## src/rtl/rv_debug_pkg.sv

```systemverilog
// Shared definitions for the register-file debug readback logic.
package rv_debug_pkg;

  // Dump sequencer states.
  typedef enum logic [2:0] {
    IDLE   = 3'd0,
    SETTLE = 3'd1,
    LOAD   = 3'd2,
    SEND   = 3'd3,
    FINISH = 3'd4
  } dump_state_t;

  // Default register count (x0..x31) and register index width.
  localparam int NREGS_DEFAULT = 32;
  localparam int REG_AW        = 5;

endpackage

```

## src/rtl/reg_dump_unit.sv

```systemverilog
// Register-file dump engine: stalls the core, walks x0..x(NREGS-1) through a
// spare read port and streams each value over a valid/ready handshake.
module reg_dump_unit
  import rv_debug_pkg::*;
#(
  parameter int width = 32,
  parameter int NREGS = NREGS_DEFAULT,
  parameter int AW    = REG_AW
) (
  input  logic             CLK,
  input  logic             RST,
  input  logic             start,
  input  logic             abort,
  output logic [AW-1:0]    RA,
  input  logic [width-1:0] RD,
  output logic             halt_req,
  output logic             out_valid,
  input  logic             out_ready,
  output logic [width-1:0] out_data,
  output logic [AW-1:0]    out_index,
  output logic             out_last,
  output logic             busy,
  output logic             done
);

  localparam logic [AW-1:0] LAST_IDX = AW'(NREGS - 1);

  dump_state_t      state_q, state_d;
  logic [AW-1:0]    idx_q, idx_d;
  logic             halt_q, halt_d;
  logic             valid_q, valid_d;
  logic [width-1:0] data_q, data_d;
  logic [AW-1:0]    index_q, index_d;
  logic             last_q, last_d;
  logic             done_q, done_d;

  // State register.
  always_ff @(posedge CLK or negedge RST) begin
    if (!RST) begin
      state_q <= IDLE;
    end else begin
      state_q <= state_d;
    end
  end

  // Next-state logic; abort returns to IDLE from any active state and also
  // blocks a simultaneous start while idle.
  always_comb begin
    state_d = state_q;
    case (state_q)
      IDLE: begin
        if (start && !abort) state_d = SETTLE;
        else                 state_d = IDLE;
      end
      SETTLE: begin
        if (abort) state_d = IDLE;
        else       state_d = LOAD;
      end
      LOAD: begin
        if (abort) state_d = IDLE;
        else       state_d = SEND;
      end
      SEND: begin
        if (abort)          state_d = IDLE;
        else if (out_ready) state_d = last_q ? FINISH : LOAD;
        else                state_d = SEND;
      end
      FINISH: begin
        state_d = IDLE;
      end
      default: begin
        state_d = IDLE;
      end
    endcase
  end

  // Datapath next values: index counter, halt request and the output beat.
  always_comb begin
    idx_d   = idx_q;
    halt_d  = halt_q;
    valid_d = valid_q;
    data_d  = data_q;
    index_d = index_q;
    last_d  = last_q;
    done_d  = 1'b0;
    case (state_q)
      IDLE: begin
        if (start && !abort) begin
          idx_d  = '0;
          halt_d = 1'b1;
        end else begin
          halt_d = 1'b0;
        end
      end
      SETTLE, LOAD, SEND: begin
        if (abort) begin
          idx_d   = '0;
          halt_d  = 1'b0;
          valid_d = 1'b0;
          last_d  = 1'b0;
        end else if (state_q == LOAD) begin
          // x0 is hardwired zero whatever the read port returns.
          data_d  = (idx_q == '0) ? '0 : RD;
          index_d = idx_q;
          last_d  = (idx_q == LAST_IDX);
          valid_d = 1'b1;
        end else if (state_q == SEND && out_ready) begin
          valid_d = 1'b0;
          if (last_q) done_d = 1'b1;
          else        idx_d  = idx_q + AW'(1);
        end else begin
          valid_d = valid_q;
        end
      end
      FINISH: begin
        halt_d = 1'b0;
      end
      default: begin
        idx_d   = '0;
        halt_d  = 1'b0;
        valid_d = 1'b0;
        last_d  = 1'b0;
      end
    endcase
  end

  // Datapath and output registers.
  always_ff @(posedge CLK or negedge RST) begin
    if (!RST) begin
      idx_q   <= '0;
      halt_q  <= 1'b0;
      valid_q <= 1'b0;
      data_q  <= '0;
      index_q <= '0;
      last_q  <= 1'b0;
      done_q  <= 1'b0;
    end else begin
      idx_q   <= idx_d;
      halt_q  <= halt_d;
      valid_q <= valid_d;
      data_q  <= data_d;
      index_q <= index_d;
      last_q  <= last_d;
      done_q  <= done_d;
    end
  end

  assign RA        = idx_q;
  assign halt_req  = halt_q;
  assign out_valid = valid_q;
  assign out_data  = data_q;
  assign out_index = index_q;
  assign out_last  = last_q;
  assign done      = done_q;
  assign busy      = (state_q != IDLE);

endmodule

```

## config.mk

```make
export PLATFORM = sky130hd
export DESIGN_NAME = reg_dump_unit
export DESIGN_NICKNAME = d
export VERILOG_FILES = /design/src/rtl/rv_debug_pkg.sv /design/src/rtl/reg_dump_unit.sv
export SDC_FILE = /design/constraint.sdc
export NUM_CORES = 1
export LEC_CHECK = 0
export BUFFER_PORTS_ARGS = -buffer_cell sky130_fd_sc_hd__buf_2
export CAP_MARGIN = 15
export CORE_MARGIN = 3
export CORE_UTILIZATION = 38
export CTS_CLUSTER_DIAMETER = 60
export DETAILED_ROUTE_END_ITERATION = 10
export PLACE_DENSITY = 0.66
export SYNTH_ARGS = -nofsm -noshare
export SYNTH_HDL_FRONTEND = slang
export SYNTH_SLANG_ARGS = --single-unit
```

## constraint.sdc

```tcl
create_clock -name CLK -period 2.2 [get_ports CLK]
set_input_delay 0.44 -clock CLK [delete_from_list [all_inputs] [get_ports CLK]]
set_output_delay 0.44 -clock CLK [all_outputs]
set_load 0.01 [all_outputs]
```

==> impl_results.rst, run 1 <==
.. list-table::
   :header-rows: 1

   * - Metric
     - Value
   * - Run status
     - finished, final reports clean
   * - Number of flops mapped to enable cells by yosys
     - 0
   * - Number of diodes
     - 0
   * - Worst-margin pin slew
     - between 0.5 and 0.6 ns
   * - Synth area leader
     - dfrtp_1
   * - Number of I/O pins
     - 84
   * - Number of instances in the synthesized netlist
     - roughly 150
   * - Hold slack final
     - roughly 0.22 ns
   * - Worst clock skew
     - approximately 0.0089 ns
   * - Share of final-layout standard cells stronger than drive strength 1
     - 0.426
   * - Worst-Skew Late Latency
     - 0.30 ns
   * - Mean Syn Cell Area
     - between 10 and 15 sq um
   * - Critical R2R Capture
     - RA[1]
   * - Hold/Removal Path Class
     - in2async
   * - Type of element launching the critical path
     - register
   * - Global-route wire length before repair
     - approximately 7300 um
   * - Number of max-slew violations in the final report
     - 0
   * - Commonest cells after routing, fill and taps aside
     - 83 x buf_2, 49 x dfrtp_1, 32 x a22o_1
   * - Row cnt
     - 25
   * - Maximum clock rate
     - approximately 570 MHz
   * - Worst Path Max Fanout
     - 12
   * - Initial Util
     - 0.405
   * - Yosys warnings
     - 0
   * - Async S/R FF share, synth
     - 1.00
   * - Number of buffers created by CTS
     - 5
   * - Maximum number of pins on one net before global-route repair
     - 50
   * - Setup slack at placement
     - approximately 0.53 ns
   * - Area of the mapped netlist
     - between 0.0015 and 0.002 sq mm
   * - Number of iterations in the first detailed-routing pass
     - 4
   * - Reg clk slew, reported paths
     - about 0.09 ns
   * - Largest cells by area after synthesis
     - dfrtp_1 62%, a22o_1 14%, nand2_1 2.1%
   * - Via/cell ratio
     - around 5.1
   * - Slack of the critical path
     - 0.439 ns
   * - Height of the die
     - 77.9 um
   * - Final estimated routing congestion in global placement
     - ~0.82
   * - Number of buffers on the longest clock path
     - 2
   * - X dimension of the die
     - between 70 and 80 um
   * - Shortest clock period the worst path allows after layout
     - between 1.5 and 2 ns
   * - RSZ-0062 raised after global routing
     - false
   * - Net count of the finished layout
     - roughly 280
   * - Critical setup path kind
     - reg2out
   * - Logic depth of the worst path, buffers included
     - 2
   * - Leakage power figure
     - roughly 1.4 nW
   * - Count of unique library cells instantiated by Yosys
     - 35
   * - Worst relative slew slack
     - 0.601
   * - Worst voltage drop across the vdd grid
     - 0.446 mV
   * - Crit Reg-Reg Startpoint
     - state_q[1]
   * - Area of the die
     - 0.00606 sq mm
   * - Number of global-route vias before repair
     - approximately 1.5k
   * - Share of the clock period used by the worst path after layout
     - 0.800
   * - Filler Cells Inserted
     - 451
   * - Crit path max-delay family
     - flip-flops
   * - Total setup violations reported at the end of the flow
     - 0
   * - Floorplan core area
     - between 0.004 and 0.005 sq mm
   * - Max Cap Viol
     - 0
   * - Count of final hold-check violations
     - 0
   * - Post-detail-place hpwl
     - 3010 um
   * - Final routed wire length divided by cell count
     - 14.3 um
   * - Bufs and invs on worst path
     - 1
   * - Input/output buffers
     - 83
   * - Fraction of post-synthesis cell area in the top cell type by area
     - 0.625
   * - Total routed wirelength
     - 4350 um
   * - Global routing usage summed across all routing layers
     - 0.153
   * - List of cells traversed by the critical path
     - or3_1 > buf_2
   * - Cells on worst reg2reg path
     - 4
   * - Post-synthesis to final-layout area growth
     - 28.1%
   * - Root Driver
     - clkbuf_8
   * - Commonest non-fill, non-tap cell in the layout
     - buf_2
   * - Gr ovfl total
     - 0
   * - CP max-delay cell
     - dfrtp_1
   * - Post-Syn Nets
     - around 190
   * - Sequential element share of the synthesized area
     - 0.625
   * - DRC Markers
     - 0
   * - H-tree depth
     - 2
   * - Antenna violations before repair
     - 0
   * - Sink Count
     - 49
   * - Overall power after layout
     - 1.88 mW
   * - Number of nets still failing antenna checks after routing
     - 0
   * - Post-CTS setup buffer count
     - 0
   * - Primary FF master, synth
     - dfrtp_1
   * - Setup slack, reg-to-reg
     - between 0.5 and 0.6 ns
   * - Worst EP required
     - ~1.8 ns
   * - #FFs+latches synth
     - about 50
   * - PwrDens
     - about 750 mW/mm^2
   * - Critical Path AT
     - 1.32 ns
   * - Critical Path Sink Type
     - output port
   * - Gates resized, CTS repair
     - 0
   * - Clock tree from TritonCTS
     - yes
   * - Slowest Stage Delay on Critical Path
     - about 0.53 ns
   * - Post-route setup TNS
     - 0 ns
   * - Violation count after the first detailed-routing iteration
     - 61
   * - Hold-fix buffer count after cts
     - 0
   * - Total via count after detailed routing
     - about 1.5k
## worst max path at each step
| stage | end | from | slack [ns] |
|---|---|---|---|
| 2_1_floorplan | out_data[24] | RA[0] | 0.70 |
| 3_3_place_gp | out_index[3] | abort | 0.54 |
| 3_5_place_dp | out_index[3] | abort | 0.53 |
| 4_1_cts | busy | state_q[1] | 0.43 |
| 5_1_grt | busy | state_q[1] | 0.36 |
| 6_report | busy | state_q[1] | 0.44 |
## state kept, by name, summed over array words and instances, names as in the netlist
name / count
halt_req: 1
done: 1
state_q: 3
out_index: 5
out_last: 1
RA: 5
out_valid: 1
out_data: 32
## area by class of cell
class	count	area, sq um	area share
sequential	49	1230	0.488
inverter	5	18.8	0.00746
timing repair buffer	86	438	0.174
multi-input combinational	89	658	0.262
clock inverter	3	21.3	0.00846
tap	67	83.8	0.0333
clock buffer	5	68.8	0.0274
## synthesized netlist by cell type, types with 2 or more instances
| cell | count |
|---|---|
| o21ai_0 | 7 |
| nor2_1 | 3 |
| nor3_1 | 2 |
| nand2_1 | 11 |
| inv_1 | 5 |
| ha_1 | 3 |
| nand3_1 | 3 |
| nand2b_1 | 2 |
| clkbuf_1 | 3 |
| buf_2 | 3 |
| a21oi_1 | 3 |
| buf_4 | 3 |
| a22o_1 | 32 |
| mux2i_1 | 3 |
| nor2_2 | 2 |
| dfrtp_1 | 49 |
## kinds of logic after synthesis
group | share of synthesized area
multiplexers | 0.0210
flip-flops | 0.625
AND/OR/NAND/NOR | 0.0867
buffers and inverters | 0.0402
AO/OA/AOI/OAI | 0.208
adder cells (fa/ha/maj) | 0.0191
## where the power goes
group          switching (mW)  internal [mW]
Combinational           0.165          0.153
Clock                   0.302          0.226
Sequential             0.0533          0.983
## per-stage QoR
step	util	cell area, sq um	cells
final	0.519	2510	304
after global routing	0.519	2510	304
after CTS	0.519	2510	304
after detailed placement	0.500	2420	296
after global placement	0.500	2420	296
after floorplan	-	1960	153
## metal layers
metal  vias to the layer above  routed length, um  global-route usage
met3                        10                329              0.0394
met2                        59               1980               0.235
met4                         0                 78              0.0587
li1                        730                  -                   -
met1                       739               1970               0.207
met5                         -                  0                   0
Note: power is estimated with default switching activity, not from simulation.
==> run 2, diff against run 1 <==
- PLACE_DENSITY: 0.66 -> 0.69
- clock period: 2.2 -> 1.5 ns (I/O delays scaled with it)
==> run 2 against run 1 <==
  * The flow now finishes with violations (negative setup slack)
  * Clock skew shrank 0.0069 ns
  * Cell count grew 4.3%
  * Worst setup slack lost 0.45 ns
  * Flip-flop and latch count is the same
  * Critical path depth is the same
  * Clock power grew 77%
  * Non-clock buffer count grew 13
  * Count of clock-buffer cells in the layout is the same
  * Combinational power grew 70%
  * Highest routed layer unchanged
==> impl_results.rst, run 2 (synthesized netlist as in run 1, its figures left out) <==
.. list-table::
   :header-rows: 1

   * - Metric
     - Value
   * - Critical setup path kind
     - reg2out
   * - Number of max-slew violations in the final report
     - 0 (unchanged)
   * - Input/output buffers
     - 83 (unchanged)
   * - Final routed wire length divided by cell count
     - 14.7 um (+2.7%)
   * - List of cells traversed by the critical path
     - or3_1 > buf_2
   * - Final core occ
     - 0.558 (+0.0392)
   * - Filler Cells Inserted
     - 433 (-4.0%)
   * - Global routing usage summed across all routing layers
     - 0.150 (-0.00224)
   * - Worst Path Max Fanout
     - 2 (-10)
   * - Number of flip-flops in the largest register
     - 32 (unchanged)
   * - Number of I/O pins
     - 84 (unchanged)
   * - Floorplan core area
     - 0.00485 sq mm (unchanged)
   * - Bufs and invs on worst path
     - 1 (unchanged)
   * - Worst relative slew slack
     - 0.821 (+0.221)
   * - Gr ovfl total
     - 0 (unchanged)
   * - DRC Markers
     - 0 (unchanged)
   * - Global-route wire length before repair
     - 7310 um (-0.46%)
   * - Worst-Skew Late Latency
     - 0.29 ns (about the same)
   * - X dimension of the die
     - 77.9 um (unchanged)
   * - Antenna violations before repair
     - 0 (unchanged)
   * - Reg clk slew, reported paths
     - 0.09 ns (about the same)
   * - Layer carrying the most global-route usage
     - met2
   * - Commonest non-fill, non-tap cell in the layout
     - buf_2
   * - Maximum number of pins on one net before global-route repair
     - 50 (unchanged)
   * - Startpoint of the worst hold path
     - RD[29]
   * - Crit Reg-Reg Startpoint
     - state_q[0]
   * - Share of the clock period used by the worst path after layout
     - 1.00
   * - Violation count after the first detailed-routing iteration
     - 65 (+6.6%)
   * - Final estimated routing congestion in global placement
     - 0.820 (+0.58%)
   * - PwrDens
     - 1110 mW/mm^2 (+48%)
   * - Share of final-layout standard cells stronger than drive strength 1
     - 0.468 (+0.0418)
   * - Slowest Stage Delay on Critical Path
     - 0.41 ns (-0.12 ns)
   * - Depth of the worst hold-timing path
     - 2
   * - Via/cell ratio
     - 5.10 (+0.89%)
   * - Total non-filler cell area in the finished layout
     - 0.00271 sq mm (+7.6%)
   * - Setup slack, reg-to-reg
     - 0.08 ns (-0.46 ns)
   * - Number of buffers on the longest clock path
     - 2 (unchanged)
   * - Clock tree from TritonCTS
     - yes
   * - Crit path max-delay family
     - flip-flops
   * - Worst clock skew
     - 0.00197 ns (-0.00692 ns)
   * - Hold/Removal Path Class
     - in2reg
   * - Critical Path Sink Type
     - output port
   * - Initial Util
     - 0.405 (unchanged)
   * - Shortest clock period the worst path allows after layout
     - between 1.5 and 2 ns
   * - Total via count after detailed routing
     - 1618 (+5.2%)
   * - Worst EP required
     - 1.20 ns (-0.56 ns)
   * - Cells on worst reg2reg path
     - 5 (+1)
   * - Number of nets still failing antenna checks after routing
     - 0 (unchanged)
   * - Slack of the critical path
     - -0.00614 ns (-0.445 ns)
   * - Total routed wirelength
     - 4660 um (+7.1%)
   * - Worst-margin pin slew
     - 0.267 ns (-0.332 ns)
   * - Number of diodes
     - 0 (unchanged)
   * - H-tree depth
     - 2 (unchanged)
   * - RSZ-0062 raised after global routing
     - true
   * - Number of global-route vias before repair
     - 1523 (+0.066%)
   * - Critical R2R Capture
     - RA[4]
   * - Root Driver
     - clkbuf_8
   * - Net count of the finished layout
     - 289 (+4.7%)
   * - Run status
     - complete, but fails checks
   * - Row cnt
     - 25 (unchanged)
   * - Placed standard-cell area
     - 0.00252 sq mm (+4.1%)
   * - GR met2 Demand/Resource
     - 0.236 (+0.00171)
   * - Critical Path AT
     - 1.21 ns (-0.11 ns)
   * - Count of final hold-check violations
     - 0 (unchanged)
   * - Sink Count
     - 49 (unchanged)
   * - Worst voltage drop across the vdd grid
     - 0.489 mV (+9.7%)
   * - Total setup violations reported at the end of the flow
     - 1 (+1)
   * - Type of element launching the critical path
     - register
   * - Leakage power figure
     - 1.46 nW (+6.9%)
   * - Number of iterations in the first detailed-routing pass
     - 4 (unchanged)
   * - Setup slack at placement
     - 0.0645 ns (-0.468 ns)
   * - Overall power after layout
     - 2.99 mW (+59%)
   * - GR met3 Demand/Resource
     - 0.0394 (unchanged)
   * - Failing checks
     - negative setup slack
   * - Post-route setup TNS
     - -0.00614 ns (-0.00614 ns)
   * - Maximum clock rate
     - roughly 660 MHz
   * - Post-synthesis to final-layout area growth
     - 37.8%
   * - Met1 Usage GRT
     - 0.201 (-0.00557)
   * - Max Cap Viol
     - 0 (unchanged)
   * - Area of the die
     - 0.00606 sq mm (unchanged)
   * - CP max-delay cell
     - dfrtp_2
   * - Commonest cells after routing, fill and taps aside
     - 83 x buf_2, 47 x dfrtp_1, 32 x a22o_1
   * - Number of buffers created by CTS
     - 5 (unchanged)
   * - Height of the die
     - 77.9 um (unchanged)
   * - Post-detail-place hpwl
     - 3250 um (+8.0%)
   * - Hold-critical path endpoint
     - out_data[29]
[run 2: cell types whose count changed in the layout (fill, tap and decap cells not counted), moves of 2 or more]
cell / change
buf_4: +10
buf_12: +2
dfrtp_1: -2
dfrtp_2: +2
nor4b_4: +2
[run 2: cell type report]
| cell class | instances | area, sq um | area share |
|---|---|---|---|
| multi-input combinational | 89 | 696 | 0.257 |
| clock buffer | 5 | 68.8 | 0.0254 |
| sequential | 49 | 1230 | 0.454 |
| inverter | 5 | 18.8 | 0.00694 |
| timing repair buffer | 99 | 563 | 0.208 |
| tap | 67 | 83.8 | 0.0310 |
| clock inverter | 3 | 46.3 | 0.0171 |
[run 2: worst max-delay path by stage]
stage	start	endpoint	slack [ns]	cells after the start
after global placement	abort	RA[1]	0.08	5
after detailed placement	state_q[2]	RA[4]	0.06	4
after CTS	state_q[1]	busy	-0.02	2
after global routing	state_q[1]	busy	-0.05	2
final	state_q[1]	busy	-0.006	2
after floorplan	RA[0]	out_data[24]	0.09	6
[run 2: power by group]
part / switching (mW) / internal [mW] / leakage [nW]
registers: 0.0718 / 1.45 / 0.672
clock network: 0.434 / 0.499 / 0.0543
logic: 0.273 / 0.267 / 0.737
total: 0.778 / 2.21 / 1.46
[run 2: worst reg2reg max path: cells and delay by family (launching register included)]
kind | cells | cell delay, ns
AOI/OAI and AO/OA | 1 | 0.22
buffers and inverters | 1 | 0.16
DFF | 1 | 0.42
muxes | 1 | 0.21
and+or+nand+nor | 2 | 0.33
[run 2: layer usage]
layer,share of wire,up-vias,routed length [um]
li1,-,755,-
met1,0.45,793,2090
met2,0.47,65,2200
met3,0.070,5,328
met4,0.0086,0,40
met5,0,-,0
[run 2: repair_timing]
action | 4_1_cts | 5_1_grt
pin swaps | 1 | 1
endpoints found under the setup margin | 1 | 13
setup buffers | 4 | 0
gates resized for setup | 2 | 5
endpoints found under the hold margin | 49 | 0
hold buffers | 1 | 0
[run 2: metrics by stage]
step           hold slack, ns  std cells
2_1_floorplan         0.00441        153
3_3_place_gp            0.308        305
5_1_grt                 0.189        317
3_5_place_dp            0.307        305
4_1_cts                 0.201        317
6_report                0.214        317
==> run 3, diff against run 2 <==
- CORE_UTILIZATION: 38 -> 35
- PLACE_DENSITY: 0.69 -> unset
==> run 3 against run 2 <==
  * The run still ends with negative setup slack left
  * Worst setup slack got worse by 0.094 ns
  * Clock skew up 0.0035 ns
  * Clock power grew 2%
==> impl_results.rst, run 3 (synthesized netlist as in run 1, its figures left out) <==
.. list-table::
   :header-rows: 1

   * - Metric
     - Value
   * - Run status
     - complete, but fails checks
   * - Failing checks
     - negative setup slack
   * - Total routed wirelength
     - 4600 um (-1.4%)
   * - Via/cell ratio
     - 4.93 (-3.3%)
   * - Commonest non-fill, non-tap cell in the layout
     - buf_2
   * - Share of the clock period used by the worst path after layout
     - 1.07 (+0.0626)
   * - PwrDens
     - 1100 mW/mm^2 (-0.65%)
   * - Critical R2R Capture
     - RA[3]
   * - Row cnt
     - 26 (+4.0%)
   * - Hold-critical path endpoint
     - out_data[17]
   * - Slowest Stage Delay on Critical Path
     - 0.39 ns (-0.02 ns)
   * - Post-detail-place hpwl
     - 3110 um (-4.2%)
   * - Depth of the worst hold-timing path
     - 2 (unchanged)
   * - Input/output buffers
     - 83 (unchanged)
   * - Setup slack, reg-to-reg
     - 0.03 ns (-0.05 ns)
   * - Number of iterations in the first detailed-routing pass
     - 4 (unchanged)
   * - Sink Count
     - 49 (unchanged)
   * - Worst clock skew
     - 0.00544 ns (+0.00347 ns)
   * - Critical Path Sink Type
     - output port
   * - Gr ovfl total
     - 0 (unchanged)
   * - X dimension of the die
     - 80.9 um (+3.9%)
   * - Reg clk slew, reported paths
     - 0.08 ns (about the same)
   * - WL met1
     - 2070 um (-1.1%)
   * - Maximum clock rate
     - 625 MHz (-5.9%)
   * - Worst-Skew Late Latency
     - 0.29 ns (about the same)
   * - Number of buffers on the longest clock path
     - 2 (unchanged)
   * - Critical Path AT
     - 1.30 ns (+0.09 ns)
   * - Placed standard-cell area
     - 0.00253 sq mm (+0.15%)
   * - Leakage power figure
     - 1.49 nW (+1.6%)
   * - Hold slack final
     - 0.220 ns (+0.00551 ns)
   * - Violation count after the first detailed-routing iteration
     - 49 (-25%)
   * - Setup slack at placement
     - 0.0272 ns (-0.0373 ns)
   * - Root Driver
     - clkbuf_8
   * - Met2 WL
     - 2210 um (+0.59%)
   * - Final estimated routing congestion in global placement
     - 0.837 (+2.1%)
   * - Sequential cell area
     - 0.00123 sq mm (-0.10%)
   * - Initial Util
     - 0.373 (-0.0324)
   * - Floorplan core area
     - 0.00527 sq mm (+8.7%)
   * - Number of I/O pins
     - 84 (unchanged)
   * - H-tree depth
     - 2 (unchanged)
   * - Post-route setup TNS
     - -0.100 ns (-0.0939 ns)
   * - Critical path launch point
     - state_q[0]
   * - Shortest clock period the worst path allows after layout
     - 1.60 ns (+0.0939 ns)
   * - Share of final-layout standard cells stronger than drive strength 1
     - 0.480 (+0.0122)
   * - Number of flip-flops in the largest register
     - 32 (unchanged)
   * - Height of the die
     - 80.9 um (+3.9%)
   * - Commonest cells after routing, fill and taps aside
     - 83 x buf_2, 48 x dfrtp_1, 32 x a22o_1
   * - Clock tree from TritonCTS
     - yes
   * - Total non-filler cell area in the finished layout
     - 0.00275 sq mm (+1.5%)
   * - Worst relative slew slack
     - 0.796 (-0.0251)
   * - Global routing usage summed across all routing layers
     - 0.143 (-0.00700)
   * - Global-route wire length before repair
     - 7290 um (-0.29%)
   * - DRC Markers
     - 0 (unchanged)
   * - Worst EP required
     - 1.20 ns (about the same)
   * - Number of nets still failing antenna checks after routing
     - 0 (unchanged)
   * - Count of final hold-check violations
     - 0 (unchanged)
   * - Cells on worst reg2reg path
     - 6 (+1)
   * - Net count of the finished layout
     - 291 (+0.69%)
   * - DR top layer
     - met4
   * - Total via count after detailed routing
     - 1589 (-1.8%)
   * - Antenna violations before repair
     - 0 (unchanged)
   * - Final routed wire length divided by cell count
     - 14.3 um (-2.9%)
   * - Number of global-route vias before repair
     - 1572 (+3.2%)
   * - Total setup violations reported at the end of the flow
     - 1 (unchanged)
   * - Worst-margin pin slew
     - 0.306 ns (+0.0386 ns)
   * - Area of the die
     - 0.00654 sq mm (+7.9%)
   * - Number of max-slew violations in the final report
     - 0 (unchanged)
   * - Max Cap Viol
     - 0 (unchanged)
   * - Worst Path Max Fanout
     - 2 (unchanged)
   * - Post-synthesis to final-layout area growth
     - 39.9%
   * - List of cells traversed by the critical path
     - buf_6 > or3_1 > buf_2
   * - Hold/Removal Path Class
     - in2reg
   * - Filler Cells Inserted
     - 514 (+19%)
   * - Met3 Wirelength
     - 300 um (-8.5%)
   * - Number of buffers created by CTS
     - 5 (unchanged)
   * - Type of element launching the critical path
     - register
   * - Maximum number of pins on one net before global-route repair
     - 50 (unchanged)
   * - Slack of the critical path
     - -0.100 ns (-0.0939 ns)
   * - CP max-delay cell
     - dfrtp_1
   * - Number of diodes
     - 0 (unchanged)
   * - RSZ-0062 raised after global routing
     - true
   * - Footprint of the multi-input gates
     - 707 sq um (+1.6%)
   * - Crit Reg-Reg Startpoint
     - state_q[1]
   * - Startpoint of the worst hold path
     - RD[17]
   * - Worst voltage drop across the vdd grid
     - 0.363 mV (-26%)
   * - Critical setup path kind
     - reg2out
-- run 3: changes by cell type in the layout (fill, tap and decap cells not counted), sizes merged --
cell / delta
clkbuf: +2
buf: +2
clkinvlp: -1
clkinv: -1
-- run 3: worst max path at each step --
stage / to / slack [ns] / cells after the start
2_1_floorplan: out_data[24] / 0.09 / 6
3_3_place_gp: RA[1] / 0.05 / 5
3_5_place_dp: out_index[3] / 0.03 / 3
4_1_cts: busy / -0.12 / 3
5_1_grt: busy / -0.15 / 3
6_report: busy / -0.10 / 3
-- run 3: what timing repair did --
item                                    4_1_cts  5_1_grt
resized for setup                             2       11
endpoints found under the hold margin        49        0
endpoints found under the setup margin        1       39
pin swaps                                     0        1
setup buffers                                 1        4
hold buffers                                  1        0
-- run 3: where the power goes --
group / internal (mW) / total, mW / switching (mW) / leakage [nW]
combinational: 0.279 / 0.552 / 0.273 / 0.756
clock: 0.543 / 0.950 / 0.407 / 0.0585
sequential: 1.44 / 1.51 / 0.0690 / 0.673
total: 2.27 / 3.02 / 0.749 / 1.49
-- run 3: final cells by class --
cell class | instances | area share
flip-flops and latches | 49 | 0.447
multi-input cells | 89 | 0.257
repair buffers | 101 | 0.215
well taps | 70 | 0.0319
clock buffers | 7 | 0.0314
clock inverters | 1 | 0.0109
inverters | 5 | 0.00683
-- run 3: critical path, delay by kind of cell, from the launching register on --
family	cells	cell delay (ns)
buffers and inverters	2	0.27
and+or+nand+nor	1	0.35
DFF	1	0.39
-- run 3: metal layers --
metal	up-vias	global-route usage
met3	2	0.0333
met4	0	0.0456
met2	51	0.235
met5	-	0
met1	779	0.189
li1	757	-
-- run 3: per-stage QoR --
step	instances	power (mW)	util
5_1_grt	322	3.18	0.521
3_5_place_dp	308	2.06	0.480
4_1_cts	318	3.04	0.506
2_1_floorplan	153	1.79	-
3_3_place_gp	308	2.06	0.480
6_report	322	3.02	0.521
